==> config.mk <==
export PLATFORM = sky130hd
export DESIGN_NAME = instr_fetch_unit
export DESIGN_NICKNAME = d
export VERILOG_FILES = /design/src/rtl/instr_fetch_unit.sv
export SDC_FILE = /design/constraint.sdc
export NUM_CORES = 1
export LEC_CHECK = 0
export ABC_CLOCK_PERIOD_IN_PS = 5840
export CORE_MARGIN = 5
export CORE_UTILIZATION = 37
export DETAILED_ROUTE_END_ITERATION = 12
export HOLD_SLACK_MARGIN = 0.1
export PLACE_DENSITY = 0.54
export SYNTH_ARGS = -nofsm -noshare
export SYNTH_HDL_FRONTEND = slang
export SYNTH_SLANG_ARGS = --single-unit
==> constraint.sdc <==
create_clock -name clk -period 5.84 [get_ports clk]
set_clock_uncertainty 0.1 [all_clocks]
set_input_delay 1.168 -clock clk [delete_from_list [all_inputs] [get_ports clk]]
set_output_delay 1.168 -clock clk [all_outputs]
set_load 0.03 [all_outputs]
==> src/rtl/instr_fetch_unit.sv <==
// instr_fetch_unit: fetch stage driving imem and feeding decode via a prefetch FIFO.
// Define FETCH_BYPASS_EN to forward a response straight to decode when the FIFO is empty.
module instr_fetch_unit #(
  parameter int unsigned DEPTH    = 4,
  parameter int unsigned ADDR_W   = 7,
  parameter int unsigned DATA_W   = 32,
  parameter int unsigned RESET_PC = 0
) (
  input  logic              clk,
  input  logic              rst,
  input  logic              redirect_valid,
  input  logic [ADDR_W-1:0] redirect_pc,
  input  logic              halt,
  output logic [ADDR_W-1:0] imem_addr,
  output logic              imem_rd_en,
  input  logic [DATA_W-1:0] imem_q,
  output logic [DATA_W-1:0] instr_out,
  output logic [ADDR_W-1:0] instr_pc,
  output logic              instr_valid,
  input  logic              instr_ready,
  output logic              empty,
  output logic              full
);
  localparam int unsigned PW = $clog2(DEPTH);
  localparam logic [ADDR_W-1:0] RST_PC = ADDR_W'(RESET_PC);
  localparam logic [PW+1:0] LIMIT = (PW+2)'(DEPTH);

  typedef enum logic [1:0] {S_IDLE, S_RUN, S_HALT} state_t;

  state_t state_q, state_d;
  logic [ADDR_W-1:0] addr_q, addr_d;
  logic [ADDR_W-1:0] npc_q, npc_d;
  logic [ADDR_W-1:0] ppc_q;
  logic rd_en_q, rd_en_d;
  logic pend_q, pend_d;
  logic [PW:0] cnt_q, cnt_d;
  logic [PW-1:0] rp_q, rp_d;
  logic [PW-1:0] wp_q, wp_d;
  logic [DATA_W-1:0] dat_q [DEPTH];
  logic [ADDR_W-1:0] pcs_q [DEPTH];
  logic [PW+1:0] inflight;
  logic room, has, byp;
  logic push, pop, pop_f;

  // Slots already claimed: stored words, the response arriving now,
  // and the read issued now. A pop this cycle is not credited.
  assign inflight = (PW+2)'(cnt_q)
                  + (PW+2)'(pend_q)
                  + (PW+2)'(rd_en_q);
  assign room = inflight < LIMIT;
  assign has  = cnt_q != '0;

`ifdef FETCH_BYPASS_EN
  assign byp = pend_q && !has;
`else
  assign byp = 1'b0;
`endif

  assign instr_valid = has || byp;
  assign instr_out   = has ? dat_q[rp_q]
                     : (byp ? imem_q : '0);
  assign instr_pc    = has ? pcs_q[rp_q]
                     : (byp ? ppc_q : '0);
  assign pop   = instr_valid && instr_ready;
  assign pop_f = pop && has;
  assign push  = pend_q && !redirect_valid
              && !(byp && instr_ready);
  assign empty = !has;
  assign full  = cnt_q == (PW+1)'(DEPTH);
  assign imem_addr  = addr_q;
  assign imem_rd_en = rd_en_q;

  // Next-state logic for the fetch control FSM.
  always_comb begin
    state_d = state_q;
    unique case (state_q)
      S_IDLE:  state_d = halt ? S_HALT : S_RUN;
      S_RUN:   if (halt) state_d = S_HALT;
      S_HALT:  if (!halt) state_d = S_RUN;
      default: state_d = S_IDLE;
    endcase
  end

  // Issue decision and fetch address; a redirect always loads the target.
  always_comb begin
    addr_d  = addr_q;
    npc_d   = npc_q;
    rd_en_d = 1'b0;
    pend_d  = rd_en_q && !redirect_valid;
    if (redirect_valid) begin
      addr_d = redirect_pc;
      npc_d  = redirect_pc;
      if (state_d == S_RUN) begin
        rd_en_d = 1'b1;
        npc_d   = redirect_pc + ADDR_W'(1);
      end
    end else if (state_d == S_RUN && room) begin
      rd_en_d = 1'b1;
      addr_d  = npc_q;
      npc_d   = npc_q + ADDR_W'(1);
    end
  end

  // FIFO pointer/count update; a redirect flushes everything.
  always_comb begin
    cnt_d = cnt_q;
    rp_d  = rp_q;
    wp_d  = wp_q;
    if (redirect_valid) begin
      cnt_d = '0;
      rp_d  = '0;
      wp_d  = '0;
    end else begin
      if (push)  wp_d = wp_q + PW'(1);
      if (pop_f) rp_d = rp_q + PW'(1);
      unique case ({push, pop_f})
        2'b10:   cnt_d = cnt_q + (PW+1)'(1);
        2'b01:   cnt_d = cnt_q - (PW+1)'(1);
        default: cnt_d = cnt_q;
      endcase
    end
  end

  // Control state registers.
  always_ff @(posedge clk) begin
    if (rst) begin
      state_q <= S_IDLE;
      addr_q  <= RST_PC;
      npc_q   <= RST_PC;
      ppc_q   <= '0;
      rd_en_q <= 1'b0;
      pend_q  <= 1'b0;
      cnt_q   <= '0;
      rp_q    <= '0;
      wp_q    <= '0;
    end else begin
      state_q <= state_d;
      addr_q  <= addr_d;
      npc_q   <= npc_d;
      ppc_q   <= addr_q;
      rd_en_q <= rd_en_d;
      pend_q  <= pend_d;
      cnt_q   <= cnt_d;
      rp_q    <= rp_d;
      wp_q    <= wp_d;
    end
  end

  // FIFO storage: response word with the address it was read from.
  always_ff @(posedge clk) begin
    if (push) begin
      dat_q[wp_q] <= imem_q;
      pcs_q[wp_q] <= ppc_q;
    end
  end

endmodule

==> metrics.txt, run 1 <==
Static Leak=2.94 nW; vias in the first global route=~4200; pwr/cell area=roughly 290 nW/µm²; Net Count, Synth=approximately 480; setup repair bufs after CTS=0; H-Tree Level Count=4; max-cap viol count=0; cts repair resizes=0; CTS tree=yes; Clock Path Buffers=2; startpoint types=flip-flop; top_reg_cell synth=edfxtp_1; worst hold path endpoint=pcs_q[0][1]$_DFFE_PP_; Reg-to-Reg End=cnt_q[2]$_SDFFE_PP0P_; Root Driver=clkbuf_16; First-pass DRT Iterations=4; die area=~23000 µm²; synth warn=0; cts bufs inserted=17; first-pass GRT wire length=around 23000 µm; P&R area growth vs syn=23.1%; layout cells sized above 1=between 10% and 20%; CP arrival=approximately 3.1 ns; hold_sp=ppc_q[1]$_SDFF_PP0_; final hold vios=0; Port Buf Inserts=a little over 90; Hold-fix buffers, CTS=0; Post-Syn Area per Cell=17.7 µm²; cell area after synthesis=around 7600 µm²; required time of the critical path=between 4 and 5 ns; Hold Path Depth=0; ant diodes=0; Final TNS setup=0 ns; fin crit period=roughly 4.4 ns; # clock sinks=190; Yosys cell types=44; Skew-Pair Late Insertion Delay=a little over 0.4 ns; Yosys reg bits=between 150 and 200; initial antenna violation count=0; Iteration-0 DRC Markers=around 180; peak supply drop=between 0.15 and 0.2 mV; Setup crit end kind=output pin; drt drc=0; pin count of the biggest net entering global routing=40; crit-path cells=or3_1 > buf_4 > and2_1 > clkdlybuf4s50_1; total power=around 2.7 mW; Via density=~5; setup slack, reg-to-reg=about 2.6 ns; Final #Nets=573; Initial Util=37.5%; Vias=between 3000 and 4000; Routed WL=~15000 µm; GRT overflow=0; highest clock rate=roughly 230 MHz; Final Max Slew Viols=0; Synth Instances=~430; Die X=between 150 and 200 µm; final setup fails=0; Final HPWL DP=around 8900 µm; Async S/R FF share, synth=0%; placer congestion estimate=around 0.77; height of the die=between 150 and 200 µm; GRT Total Usage=roughly 13%; Hold Crit Class=flip-flop to flip-flop; kind of critical path=flip-flop to output pin; r2r startpoint=cnt_q[1]$_SDFFE_PP0P_; Site Rows=52; Post-synth EDFFs=approximately 160; Max transition margin=approximately 25%; outcome=complete, no violations; Worst-path clk slew=0.07 ns; RSZ-0062 raised after global routing=no; CP peak stage delay=0.91 ns; Worst Tran Pin Value=approximately 1.1 ns; Core Area=20200 µm²; Final ANT Viol Nets=0; sequential area share after synthesis=between 70% and 80%; I/O pin cnt=94; R2R cell count=8; largest fanout on the critical path=32; period utilization=around three quarters; WL/cell=~18 µm; Crit-path slowest cell=or3_1
registers in the layout, indices dropped and copies added (netlist names), named ones only:
register    cells
dat_q         128
wp_q            2
state_q         2
pcs_q          28
ppc_q           7
npc_q           7
imem_addr       7
pend_q          1
rp_q            2
cnt_q           3
imem_rd_en      1
Yosys cell counts (2+ instances only):
| cell type | n | area (µm²) |
|---|---|---|
| ha_1 | 8 | 100 |
| o21a_1 | 2 | 15.0 |
| edfxtp_1 | 156 | 4680 |
| o31ai_1 | 3 | 22.5 |
| clkbuf_1 | 14 | 52.6 |
| or3_1 | 2 | 12.5 |
| nand2_1 | 8 | 30.0 |
| and3_1 | 3 | 18.8 |
| nand4_1 | 3 | 18.8 |
| a211oi_2 | 2 | 25.0 |
| mux2i_1 | 2 | 20.0 |
| a2111oi_4 | 2 | 55.1 |
| dfxtp_1 | 34 | 681 |
| a2111oi_2 | 2 | 30.0 |
| xnor2_1 | 7 | 61.3 |
| a211oi_1 | 2 | 15.0 |
| xor2_1 | 4 | 35.0 |
| mux4_2 | 39 | 878 |
| a2111oi_0 | 4 | 35.0 |
| nor2b_1 | 11 | 68.8 |
| o21ai_0 | 3 | 15.0 |
| buf_2 | 5 | 25.0 |
| nor3_1 | 7 | 35.0 |
| and2_1 | 44 | 275 |
| nand3_1 | 6 | 30.0 |
| nor2_1 | 18 | 67.6 |
| o41ai_1 | 2 | 17.5 |
| a21oi_1 | 9 | 45.0 |
| inv_1 | 11 | 41.3 |
layout by cell type, fill, tap and decap left out, drive strengths merged, types with 2 or more instances in the layout:
master / n
nand3: 6
nor2: 18
xnor2: 7
clkinv: 5
o31ai: 3
dfxtp: 34
o21a: 2
nor3: 7
inv: 18
mux4: 39
a2111oi: 9
xor2: 4
ha: 8
edfxtp: 156
clkdlybuf4s50: 93
clkbuf: 18
a21oi: 10
or3: 2
a211oi: 4
a21o: 3
nand4: 3
nand2: 8
mux2i: 2
and2: 44
and3: 3
nor2b: 11
o21ai: 3
o41ai: 2
worst max path at each step:
stage,from,endpoint,depth (start not counted)
floorplan,cnt_q[1]$_SDFFE_PP0P_,instr_out[29],5
global placement,redirect_valid,dat_q[3][26]$_DFFE_PP_,3
detailed placement,redirect_valid,dat_q[1][26]$_DFFE_PP_,3
CTS,cnt_q[1]$_SDFFE_PP0P_,instr_pc[2],4
global route,cnt_q[1]$_SDFFE_PP0P_,instr_pc[2],4
finish,cnt_q[1]$_SDFFE_PP0P_,instr_pc[2],4
power breakdown:
part	switching, mW	internal [mW]
combinational	0.0633	0.0586
sequential	0.0138	1.48
clock	0.497	0.597
total	0.574	2.13
per-layer routing:
layer	GRT usage, %	up-vias	share of wire, %
met4	4.45	0	1.3
met5	0	-	0
met1	17.1	2005	46
li1	-	1849	-
met2	20.9	88	49
met3	2.94	16	3.6
through the flow:
stage | hold slack [ns] | setup slack (ns) | std cells | utilization, % | area [µm²]
after floorplan | 0.338 | 2.95 | 428 | - | 7580
after global placement | 0.350 | 1.86 | 771 | 43.4 | 8770
after detailed placement | 0.363 | 1.83 | 771 | 43.4 | 8770
after CTS | 0.380 | 1.37 | 803 | 46.1 | 9340
after global routing | 0.406 | 1.21 | 803 | 46.1 | 9340
final | 0.379 | 1.48 | 803 | 46.1 | 9340
cell type report:
type | instances | area (µm²)
Fill cell | 1783 | 10900
Sequential cell | 190 | 5370
Multi-Input combinational cell | 206 | 2090
Timing Repair Buffer | 94 | 938
Clock buffer | 18 | 429
Tap cell | 270 | 338
Clock inverter | 14 | 133
Inverter | 11 | 41.3
critical path, delay by kind of cell, from the launching register on:
kind,cells,cell delay (ns)
flip-flops,1,0.61
buffers and inverters,2,0.99
AND/OR/NAND/NOR,2,1.06
kinds of logic (layout without fill, tap and decap cells):
kind of cell               count (synthesis)  after routing  synth area share (%)
AOI/OAI and AO/OA                         40             40                  5.06
and+or+nand+nor                          104            104                  7.54
buffers and inverters                     32            137                  1.81
muxes                                     42             42                  12.0
adders and majority gates                  9              9                  1.58
DFF                                      190            190                  70.7
xor gates and xnor gates                  11             11                  1.27
Power figures use the tool's default switching activity.
==> run 2, diff against run 1 <==
--- a/config.mk
+++ b/config.mk
@@ -5,12 +5,12 @@
 export SDC_FILE = /design/constraint.sdc
 export NUM_CORES = 1
 export LEC_CHECK = 0
-export ABC_CLOCK_PERIOD_IN_PS = 5840
+export ABC_CLOCK_PERIOD_IN_PS = 4000
 export CORE_MARGIN = 5
 export CORE_UTILIZATION = 37
 export DETAILED_ROUTE_END_ITERATION = 12
 export HOLD_SLACK_MARGIN = 0.1
-export PLACE_DENSITY = 0.54
+export PLACE_DENSITY = 0.56
 export SYNTH_ARGS = -nofsm -noshare
 export SYNTH_HDL_FRONTEND = slang
 export SYNTH_SLANG_ARGS = --single-unit
==> constraint.sdc (replaced) <==
create_clock -name clk -period 4 [get_ports clk]
set_clock_uncertainty 0.1 [all_clocks]
set_input_delay 0.8 -clock clk [delete_from_list [all_inputs] [get_ports clk]]
set_output_delay 0.8 -clock clk [all_outputs]
set_load 0.03 [all_outputs]
==> run 2 against run 1 <==
Setup slack lost 0.97 ns; critical path depth unchanged; total power up 49%; via count is 2.1% higher; combinational power grew 47%; hold slack gained 0.00068 ns; routed wire length grew 3.9%; die area is the same; sequential cell count unchanged; final cell count rose by 1.5%; global-route usage increased by 0.63 points; critical path type unchanged; largest power group unchanged.
==> metrics.txt, run 2 (same netlist as run 1, synthesis figures left out) <==
outcome=complete, no violations (unchanged); First-pass DRT Iterations=4 (unchanged); commonest cells after routing, fill and taps aside=edfxtp_1, clkdlybuf4s50_1, and2_1, mux4_2, dfxtp_1 (unchanged); Worst-path clk slew=0.07 ns (about the same); crit-path cells=buf_12 > mux4_2 > and2_1 > clkdlybuf4s50_1 (was or3_1 > buf_4 > and2_1 > clkdlybuf4s50_1); Iteration-0 DRC Markers=174 (was 175); Die X=153 µm (unchanged); clock share of power=41.7% (was 40.4%); period utilization=between 80 and 90%; max-cap viol count=0 (unchanged); vias in the first global route=4360 (was 4232); peak supply drop=0.291 mV (was 0.191 mV); final setup fails=0 (unchanged); final hold vios=0 (unchanged); placer congestion estimate=0.757 (was 0.775); Initial Util=37.5% (unchanged); cell family with most CP delay=buffers and inverters (was simple AND/OR/NAND/NOR gates); cts bufs inserted=17 (unchanged); layout cells sized above 1=18.3% (was 16.5%); Final #Nets=585 (was 573); Final HPWL DP=10100 µm (was 8910 µm); Static Leak=3.02 nW (was 2.94 nW); startpoint types=flip-flop (unchanged); highest clock rate=roughly 290 MHz; height of the die=153 µm (unchanged); Final TNS setup=0 ns (unchanged); Sw Share=21.3% (was 21.2%); # clock sinks=190 (unchanged); Skew-Pair Late Insertion Delay=0.43 ns (was 0.41 ns); Site Rows=52 (unchanged); Final ANT Viol Nets=0 (unchanged); die area=23500 µm² (unchanged); Filler cells=1736 (was 1783); first-pass GRT wire length=24500 µm (was 23400 µm); Logic pwr share=4.4% (was 4.5%); final cell count without fillers=815 (was 803); fin crit period=3.49 ns; Core Area=20200 µm² (unchanged); Reg power frac=53.9% (was 55.1%); Via density=4.96 (was 4.93); Cells after DPL=783 (was 771); Crit-path slowest cell=clkdlybuf4s50_1 (was or3_1); Vias=4042 (was 3958); pwr/cell area=426 nW/µm² (was 290 nW/µm²); Hold Crit Class=flip-flop to flip-flop (unchanged); cts repair resizes=0 (unchanged); Routed WL=15300 µm (was 14800 µm); WP buf/inv=2 (unchanged); Port Buf Inserts=93 (unchanged); Setup crit end kind=output pin (unchanged); kind of critical path=flip-flop to output pin (unchanged); drt drc=0 (unchanged); CP peak stage delay=0.60 ns (was 0.91 ns); Psw=0.862 mW (was 0.574 mW); largest fanout on the critical path=26 (was 32); ant diodes=0 (unchanged); WL/cell=18.8 µm (was 18.4 µm); initial antenna violation count=0 (unchanged); setup repair bufs after CTS=0 (unchanged); max reg flops=128 (unchanged); Root Driver=clkbuf_16 (unchanged); RSZ-0062 raised after global routing=no (unchanged); Largest regs=dat_q x128, pcs_q x28 (unchanged); Hold-fix buffers, CTS=0 (unchanged); commonest non-fill, non-tap cell in the layout=edfxtp_1 (unchanged); CTS tree=yes (unchanged); P&R area growth vs syn=25.0% (was 23.1%); Pint=3.18 mW (was 2.13 mW); GRT overflow=0 (unchanged); Clock Path Buffers=2 (unchanged); Worst Tran Pin Value=0.629 ns (was 1.12 ns); required time of the critical path=3.10 ns (was 4.57 ns); pin count of the biggest net entering global routing=44 (was 40); Final Max Slew Viols=0 (unchanged); I/O pin cnt=94 (unchanged); Max transition margin=58.1% (was 25.0%); H-Tree Level Count=4 (unchanged); Reg with most FFs=dat_q (unchanged); GRT Total Usage=13.5% (was 12.9%); CP arrival=2.59 ns (was 3.09 ns)
run 2: layout make-up:
cell class              count  area (µm²)  area share [%]
multi-input cells         206        2090            22.0
repair buffers            106        1050            11.1
clock buffers              18         429            4.53
well taps                 270         338            3.56
inverters                  11        41.3           0.436
flip-flops and latches    190        5370            56.7
clock inverters            14         159            1.68
run 2: worst register-to-register path, cell delays in order, from the launching register on:
cell     delay (ns)
dfxtp_1        0.60
or3_1          0.17
buf_4          0.36
and2_1         0.25
ha_1           0.20
inv_1          0.06
fa_1           0.37
xor2_1         0.16
or3_1          0.30
a21oi_1        0.14
run 2: path summary, 6_finish.rpt:
path	endpoint	slack (ns)	from	cells past startpoint
worst min register to register	pcs_q[2][2]$_DFFE_PP_	0.38	ppc_q[2]$_SDFF_PP0_	0
worst max-delay path	instr_out[4]	0.51	flip-flop	4
worst min-delay path	pcs_q[2][2]$_DFFE_PP_	0.38	ppc_q[2]$_SDFF_PP0_	0
worst max register to register	cnt_q[2]$_SDFFE_PP0P_	1.22	cnt_q[1]$_SDFFE_PP0P_	9
run 2: per-layer routing:
metal	routed length (µm)	share of wire, %	up-vias	global-route usage [%]
met5	0	0	-	0
met1	7000	46	2071	17.9
met3	509	3.3	13	3.25
met4	162	1.1	0	3.95
li1	-	-	1873	-
met2	7670	50	85	22.2
run 2: stage by stage:
stage	setup WS [ns]	power (mW)	hold slack (ns)	cell area (µm²)	util (%)
2_1_floorplan	1.48	2.30	0.338	7580	-
3_3_place_gp	0.920	2.40	0.351	8890	43.9
3_5_place_dp	0.911	2.40	0.373	8890	43.9
4_1_cts	0.439	4.08	0.390	9480	46.8
5_1_grt	0.356	4.19	0.409	9480	46.8
6_report	0.510	4.04	0.380	9480	46.8
run 2: power groups by stage:
stage               Clock, mW  Combinational (mW)  Sequential (mW)
CTS                      1.73               0.181             2.18
global route             1.82               0.194             2.18
global placement            0               0.176             2.22
detailed placement          0               0.179             2.22
finish                   1.69               0.179             2.18
floorplan                   0              0.0728             2.23
